`config.mk`:
```
export PLATFORM = sky130hd
export DESIGN_NAME = mccpu_ctrl
export DESIGN_NICKNAME = d
export VERILOG_FILES = /design/src/rtl/mccpu_ctrl.sv
export SDC_FILE = /design/constraint.sdc
export NUM_CORES = 1
export LEC_CHECK = 0
export ABC_CLOCK_PERIOD_IN_PS = 2000
export CAP_MARGIN = 20
export CORE_MARGIN = 10
export CORE_UTILIZATION = 46
export DETAILED_ROUTE_END_ITERATION = 8
export PLACE_DENSITY_LB_ADDON = 0.1
export SYNTH_ARGS = -nofsm -noshare
export SYNTH_HDL_FRONTEND = slang
export SYNTH_SLANG_ARGS = --single-unit
```
`constraint.sdc`:
```
create_clock -name clk -period 2 [get_ports clk]
set_input_delay 0.3 -clock clk [delete_from_list [all_inputs] [get_ports clk]]
set_output_delay 0.3 -clock clk [all_outputs]
set_load 0.01 [all_outputs]
```
`src/rtl/mccpu_ctrl.sv`:
```
// Multicycle MIPS controller: sequences one shared memory port through fetch/decode/execute/memory/writeback.
// Optional build macro MCCTRL_SHIFT_EN adds sll/srl decoding.
module mccpu_ctrl #(
    parameter int ALUOP_W     = 4,
    parameter int MEM_TIMEOUT = 255
) (
    input  logic               clk,
    input  logic               rst,
    input  logic [5:0]         Op,
    input  logic [5:0]         Funct,
    input  logic               Zero,
    input  logic               MemReady,
    output logic               PCWrite,
    output logic               IRWrite,
    output logic               IorD,
    output logic               MemRead,
    output logic               MemWrite,
    output logic               RegWrite,
    output logic               EXTOp,
    output logic               ALUSrcA,
    output logic [1:0]         ALUSrcB,
    output logic [ALUOP_W-1:0] ALUOp,
    output logic [1:0]         NPCOp,
    output logic [1:0]         GPRSel,
    output logic [1:0]         WDSel,
    output logic               Illegal,
    output logic               MemErr,
    output logic [3:0]         dbg_state
);

    typedef enum logic [3:0] {
        FETCH  = 4'd0,
        DECODE = 4'd1,
        MEMADR = 4'd2,
        MEMRD  = 4'd3,
        MEMWB  = 4'd4,
        MEMWR  = 4'd5,
        REXE   = 4'd6,
        RWB    = 4'd7,
        IEXE   = 4'd8,
        IWB    = 4'd9,
        BRANCH = 4'd10,
        JUMP   = 4'd11
    } state_t;

    localparam logic [3:0] ALU_NOP  = 4'd0;
    localparam logic [3:0] ALU_ADD  = 4'd1;
    localparam logic [3:0] ALU_SUB  = 4'd2;
    localparam logic [3:0] ALU_AND  = 4'd3;
    localparam logic [3:0] ALU_OR   = 4'd4;
    localparam logic [3:0] ALU_SLT  = 4'd5;
    localparam logic [3:0] ALU_SLTU = 4'd6;

    localparam logic [5:0] OP_RTYPE = 6'b000000;
    localparam logic [5:0] OP_J     = 6'b000010;
    localparam logic [5:0] OP_JAL   = 6'b000011;
    localparam logic [5:0] OP_BEQ   = 6'b000100;
    localparam logic [5:0] OP_ADDI  = 6'b001000;
    localparam logic [5:0] OP_ANDI  = 6'b001100;
    localparam logic [5:0] OP_ORI   = 6'b001101;
    localparam logic [5:0] OP_LW    = 6'b100011;
    localparam logic [5:0] OP_SW    = 6'b101011;

    localparam logic [5:0] FN_ADD  = 6'b100000;
    localparam logic [5:0] FN_ADDU = 6'b100001;
    localparam logic [5:0] FN_SUB  = 6'b100010;
    localparam logic [5:0] FN_SUBU = 6'b100011;
    localparam logic [5:0] FN_AND  = 6'b100100;
    localparam logic [5:0] FN_OR   = 6'b100101;
    localparam logic [5:0] FN_SLT  = 6'b101010;
    localparam logic [5:0] FN_SLTU = 6'b101011;
`ifdef MCCTRL_SHIFT_EN
    localparam logic [3:0] ALU_SLL = 4'd8;
    localparam logic [3:0] ALU_SRL = 4'd9;
    localparam logic [5:0] FN_SLL  = 6'b000000;
    localparam logic [5:0] FN_SRL  = 6'b000010;
`endif

    localparam int CNT_W = (MEM_TIMEOUT < 2) ? 1 : $clog2(MEM_TIMEOUT + 1);
    localparam logic [CNT_W-1:0] CNT_LAST = CNT_W'(MEM_TIMEOUT - 1);

    state_t           state_q, state_d;
    logic [CNT_W-1:0] cnt_q, cnt_d;
    logic             r_legal;
    logic [3:0]       r_aluop;
    logic             in_mem, expire;
    logic             pc_write, ir_write, mem_read, mem_write, reg_write, illegal, mem_err;
    logic [3:0]       alu_op;

    always_comb begin
        r_legal = 1'b1;
        r_aluop = ALU_NOP;
        case (Funct)
            FN_ADD, FN_ADDU: r_aluop = ALU_ADD;
            FN_SUB, FN_SUBU: r_aluop = ALU_SUB;
            FN_AND:          r_aluop = ALU_AND;
            FN_OR:           r_aluop = ALU_OR;
            FN_SLT:          r_aluop = ALU_SLT;
            FN_SLTU:         r_aluop = ALU_SLTU;
`ifdef MCCTRL_SHIFT_EN
            FN_SLL:          r_aluop = ALU_SLL;
            FN_SRL:          r_aluop = ALU_SRL;
`endif
            default:         r_legal = 1'b0;
        endcase
    end

    // Expiry fires in the cycle the wait count would reach MEM_TIMEOUT; a ready in that cycle wins.
    assign in_mem = (state_q == FETCH) || (state_q == MEMRD) || (state_q == MEMWR);
    assign expire = (MEM_TIMEOUT != 0) && in_mem && !MemReady && (cnt_q == CNT_LAST);

    always_comb begin
        state_d   = state_q;
        pc_write  = 1'b0;
        ir_write  = 1'b0;
        mem_read  = 1'b0;
        mem_write = 1'b0;
        reg_write = 1'b0;
        illegal   = 1'b0;
        mem_err   = 1'b0;
        IorD      = 1'b0;
        EXTOp     = 1'b0;
        ALUSrcA   = 1'b0;
        ALUSrcB   = 2'b00;
        alu_op    = ALU_NOP;
        NPCOp     = 2'b00;
        GPRSel    = 2'b00;
        WDSel     = 2'b00;
        case (state_q)
            FETCH: begin
                mem_read = 1'b1;
                ALUSrcB  = 2'b01;
                alu_op   = ALU_ADD;
                if (expire) begin
                    mem_err = 1'b1;
                    state_d = FETCH;
                end else if (MemReady) begin
                    ir_write = 1'b1;
                    pc_write = 1'b1;
                    state_d  = DECODE;
                end
            end
            DECODE: begin
                ALUSrcB = 2'b10;
                EXTOp   = 1'b1;
                alu_op  = ALU_ADD;
                case (Op)
                    OP_LW, OP_SW:            state_d = MEMADR;
                    OP_ADDI, OP_ORI, OP_ANDI: state_d = IEXE;
                    OP_BEQ:                  state_d = BRANCH;
                    OP_J, OP_JAL:            state_d = JUMP;
                    OP_RTYPE: begin
                        if (r_legal) begin
                            state_d = REXE;
                        end else begin
                            illegal = 1'b1;
                            state_d = FETCH;
                        end
                    end
                    default: begin
                        illegal = 1'b1;
                        state_d = FETCH;
                    end
                endcase
            end
            MEMADR: begin
                ALUSrcA = 1'b1;
                ALUSrcB = 2'b10;
                EXTOp   = 1'b1;
                alu_op  = ALU_ADD;
                state_d = (Op == OP_SW) ? MEMWR : MEMRD;
            end
            MEMRD: begin
                mem_read = 1'b1;
                IorD     = 1'b1;
                if (expire) begin
                    mem_err = 1'b1;
                    state_d = FETCH;
                end else if (MemReady) begin
                    state_d = MEMWB;
                end
            end
            MEMWB: begin
                reg_write = 1'b1;
                GPRSel    = 2'b01;
                WDSel     = 2'b01;
                state_d   = FETCH;
            end
            MEMWR: begin
                IorD = 1'b1;
                if (expire) begin
                    mem_err = 1'b1;
                    state_d = FETCH;
                end else begin
                    mem_write = 1'b1;
                    if (MemReady) state_d = FETCH;
                end
            end
            REXE: begin
                ALUSrcA = 1'b1;
                alu_op  = r_aluop;
                state_d = RWB;
            end
            RWB: begin
                reg_write = 1'b1;
                state_d   = FETCH;
            end
            IEXE: begin
                ALUSrcA = 1'b1;
                ALUSrcB = 2'b10;
                case (Op)
                    OP_ORI:  alu_op = ALU_OR;
                    OP_ANDI: alu_op = ALU_AND;
                    default: begin
                        EXTOp  = 1'b1;
                        alu_op = ALU_ADD;
                    end
                endcase
                state_d = IWB;
            end
            IWB: begin
                reg_write = 1'b1;
                GPRSel    = 2'b01;
                state_d   = FETCH;
            end
            BRANCH: begin
                ALUSrcA  = 1'b1;
                alu_op   = ALU_SUB;
                NPCOp    = 2'b01;
                pc_write = Zero;
                state_d  = FETCH;
            end
            JUMP: begin
                pc_write = 1'b1;
                NPCOp    = 2'b10;
                if (Op == OP_JAL) begin
                    reg_write = 1'b1;
                    GPRSel    = 2'b10;
                    WDSel     = 2'b10;
                end
                state_d = FETCH;
            end
            default: state_d = FETCH;
        endcase
    end

    always_comb begin
        if (state_d != state_q || expire) begin
            cnt_d = '0;
        end else if (!MemReady) begin
            cnt_d = cnt_q + 1'b1;
        end else begin
            cnt_d = cnt_q;
        end
    end

    always_ff @(posedge clk or posedge rst) begin
        if (rst) begin
            state_q <= FETCH;
            cnt_q   <= '0;
        end else begin
            state_q <= state_d;
            cnt_q   <= cnt_d;
        end
    end

    // Reset suppresses every side effect immediately, not just from the next edge.
    assign PCWrite   = pc_write & ~rst;
    assign IRWrite   = ir_write & ~rst;
    assign MemRead   = mem_read & ~rst;
    assign MemWrite  = mem_write & ~rst;
    assign RegWrite  = reg_write & ~rst;
    assign Illegal   = illegal & ~rst;
    assign MemErr    = mem_err & ~rst;
    assign ALUOp     = ALUOP_W'(alu_op);
    assign dbg_state = state_q;

endmodule

```
==> results.yml <==
floorplanning:
  dieHeight_um: 73.5
  die_x_um: 73.5
  ios: 42
  start_util: 0.481
  dieArea_sq_mm: 0.00540
  core-area_sq_mm: 0.00273
  num_rows: 19
sta:
  rsz0062_at_grt: "true"
  fin_crit_sh: 1.03
  min_period_ps: 2050
  fmax_mhz: 487
  timing.final.hold_violations: 0
  setup_viol: 5
  skew_ps: 5.79
  drv_slew: 0
  worst_slack_ps: -53.4
clock_network:
  root_buffer: "clkbuf_4"
  clock_sinks: 12
  path_clk_slew_ps: 80
  cts_buffers: 3
  tritoncts: "built"
  cts_hold_buf: 0
  htreeDepth: 1
  insertion_delay_ps: 280
  cts_max_path_buffers: 2
critical_path:
  worstSetupPathType: "reg -> out"
  required_ps: 1700
  reg2reg_slack_ps: 80
  r2r_start: "dbg_state[1]"
  endpoint_kind: "output port"
  crit_path_max_fanout: 4
  start_kind: "register"
  reg2reg_depth: 6
  reg2reg_to: "cnt_q[2]"
  crit_arrival_ps: 1750
job:
  drv_cap: 0
place:
  hpwl_um: 3790
  dp_slack_ps: -600
  dpl.cell_count: 292
  gp_congestion: 0.944
  port_buffers: 40
synth:
  synthesis.area_sq_mm: 0.00132
  synth_fp_nets: 202
  yosysUniqueCellTypes: 54
  synth.avg_cell_area_sq_um: 7.15
  synth_edf_count: 0
  ys_ff_latch: 12
  ys_seq_area_frac: 0.228
  yosysWarnings: 0
  synth-main-ff-cell: "dfrtp_1"
  synthCells: 184
  async_reset_ff_frac: 1.00
route:
  drc: 0
  drtIter0Drc: 208
  wirelength_um: 5960
  routed_via_density: 6.22
  drt_first_pass_iters: 4
  post_drt_wl_per_cell_um: 19.4
  via_count: 1911
  ant_nets: 0
finish:
  final_cells: 307
  nets: 295
  fillers: 154
  area_growth_syn_to_layout_pct: 75.5
  n_antenna_cell: 0
  drive_gt1_frac: 0.446
run_status:
  violations: "negative setup slack"
  outcome: "finished, violations left"
global_routing:
  antenna_found_initial: 0
  grt_pass1_vias: 1883
  overflow: 0
  grt_start_max_net_pins: 17
  track_usage: 0.191
  grt_pass1_wl_um: 8470
power_and_ir_drop:
  leakage_nw: 1.06
  power_density_mw_per_mm2: 1080
  vdd_drop_max_mv: 1.30
worst_hold_path:
  min_to: "dbg_state[0]"
  min_path_cells: 4
  hold_class: "in -> reg"
  hp-start: "Op[3]"
synth_stat cells, types with 4 or more instances:
master,number,area [sq um]
nor2_1,30,113
nand2_1,23,86.3
dfrtp_1,12,300
a21oi_1,10,50.1
nor3_1,7,35.0
o21ai_0,7,35.0
nand3_1,6,30.0
nor2b_1,6,37.5
inv_1,5,18.8
xor2_1,5,43.8
buf_2,4,20.0
nand4_1,4,25.0
flip-flops by register name, indices dropped and copies added, names as in the netlist:
| signal | count |
|---|---|
| dbg_state | 4 |
| cnt_q | 8 |
power breakdown:
group	total, W	switching (W)	leakage (nW)	internal (W)
sequential	0.000352	0.0000619	0.159	0.000291
combinational	0.00193	0.00100	0.879	0.000933
clock	0.000202	0.0000915	0.0210	0.000111
total	0.00249	0.00115	1.06	0.00133
layout make-up:
cell class,instances,area (sq um),share of cell area
Multi-Input combinational cell,154,1090,0.470
Timing Repair Buffer,99,808,0.350
Sequential cell,12,305,0.132
Tap cell,31,38.8,0.0168
Clock buffer,4,36.3,0.0157
Inverter,7,33.8,0.0146
worst max path at each step:
stage / slack [ps] / endpoint / startpoint / cells past startpoint
detailed placement: -600 / ALUOp[0] / Op[4] / 7
global route: -120 / IRWrite / dbg_state[0] / 5
finish: -50 / RegWrite / dbg_state[2] / 9
global placement: -560 / ALUOp[0] / Op[4] / 7
CTS: -170 / RegWrite / dbg_state[1] / 7
floorplan: 120 / MemRead / dbg_state[1] / 3
worst max-delay path, cell delays in order, from the launching register on:
cell and delay [ps]:
dfrtp_2 450, buf_6 140, nor2b_4 120, nand2_2 70, nor3_4 160, buf_4 130, buf_4 90, a211oi_1 30
nor2_1 100, buf_2 150
layout by cell type (no fill, tap or decap), types with 3 or more instances in the layout:
cell             synthesis  layout
a21oi_1                 10      10
buf_6                    1       5
clkdlybuf4s50_1          0      13
clkdlybuf4s15_2          0       3
a32oi_1                  3       3
nor3_1                   7       5
nor2b_4                  0       3
dfrtp_2                  0       4
buf_4                    3      54
nor2_2                   1       6
nand2_2                  0       3
buf_2                    4      11
nand3_1                  6       4
dlymetal6s2s_1           0       4
nor2_1                  30      23
nand2_1                 23      19
xor2_1                   5       5
clkbuf_4                 0       3
inv_1                    5       4
o21ai_0                  7       6
dlygate4sd2_1            0       6
nand4_1                  4       4
dfrtp_1                 12       8
and3_1                   3       3
per-layer routing:
| layer | vias to the layer above | global-route usage | share of wire |
|---|---|---|---|
| met2 | 135 | 0.359 | 0.50 |
| met5 | - | 0 | 0 |
| li1 | 855 | - | - |
| met4 | 0 | 0.0932 | 0.069 |
| met1 | 883 | 0.195 | 0.34 |
| met3 | 38 | 0.0350 | 0.088 |
repair_timing:
item / in CTS / in global routing
gates resized for setup: 71 / 56
endpoints found under the setup margin: 21 / 21
pin swaps: 4 / 7
buffers inserted: 3 / 8
metrics by stage:
step | TNS [ps] | utilization | cell area, sq um | hold WS, ps | total power, W
6_report | -131 | 0.844 | 2310 | 524 | 0.00249
5_1_grt | -596 | 0.844 | 2310 | 567 | 0.00261
4_1_cts | -948 | 0.794 | 2170 | 560 | 0.00216
3_5_place_dp | -5590 | 0.750 | 2050 | 539 | 0.00196
3_3_place_gp | -4990 | 0.750 | 2050 | 528 | 0.00194
2_1_floorplan | 0 | - | 1320 | 170 | 0.00114
logic make-up (layout without fill, tap and decap cells):
family / count (synthesis) / in the layout / synth area share
AOI/OAI and AO/OA: 43 / 43 / 0.232
xor gates and xnor gates: 7 / 7 / 0.0523
adders and majority gates: 2 / 2 / 0.0190
buffers and inverters: 18 / 110 / 0.0695
DFF: 12 / 12 / 0.228
other: 1 / 1 / 0.00285
and+or+nand+nor: 101 / 101 / 0.396
No activity file was read; power rests on OpenSTA's default activity.
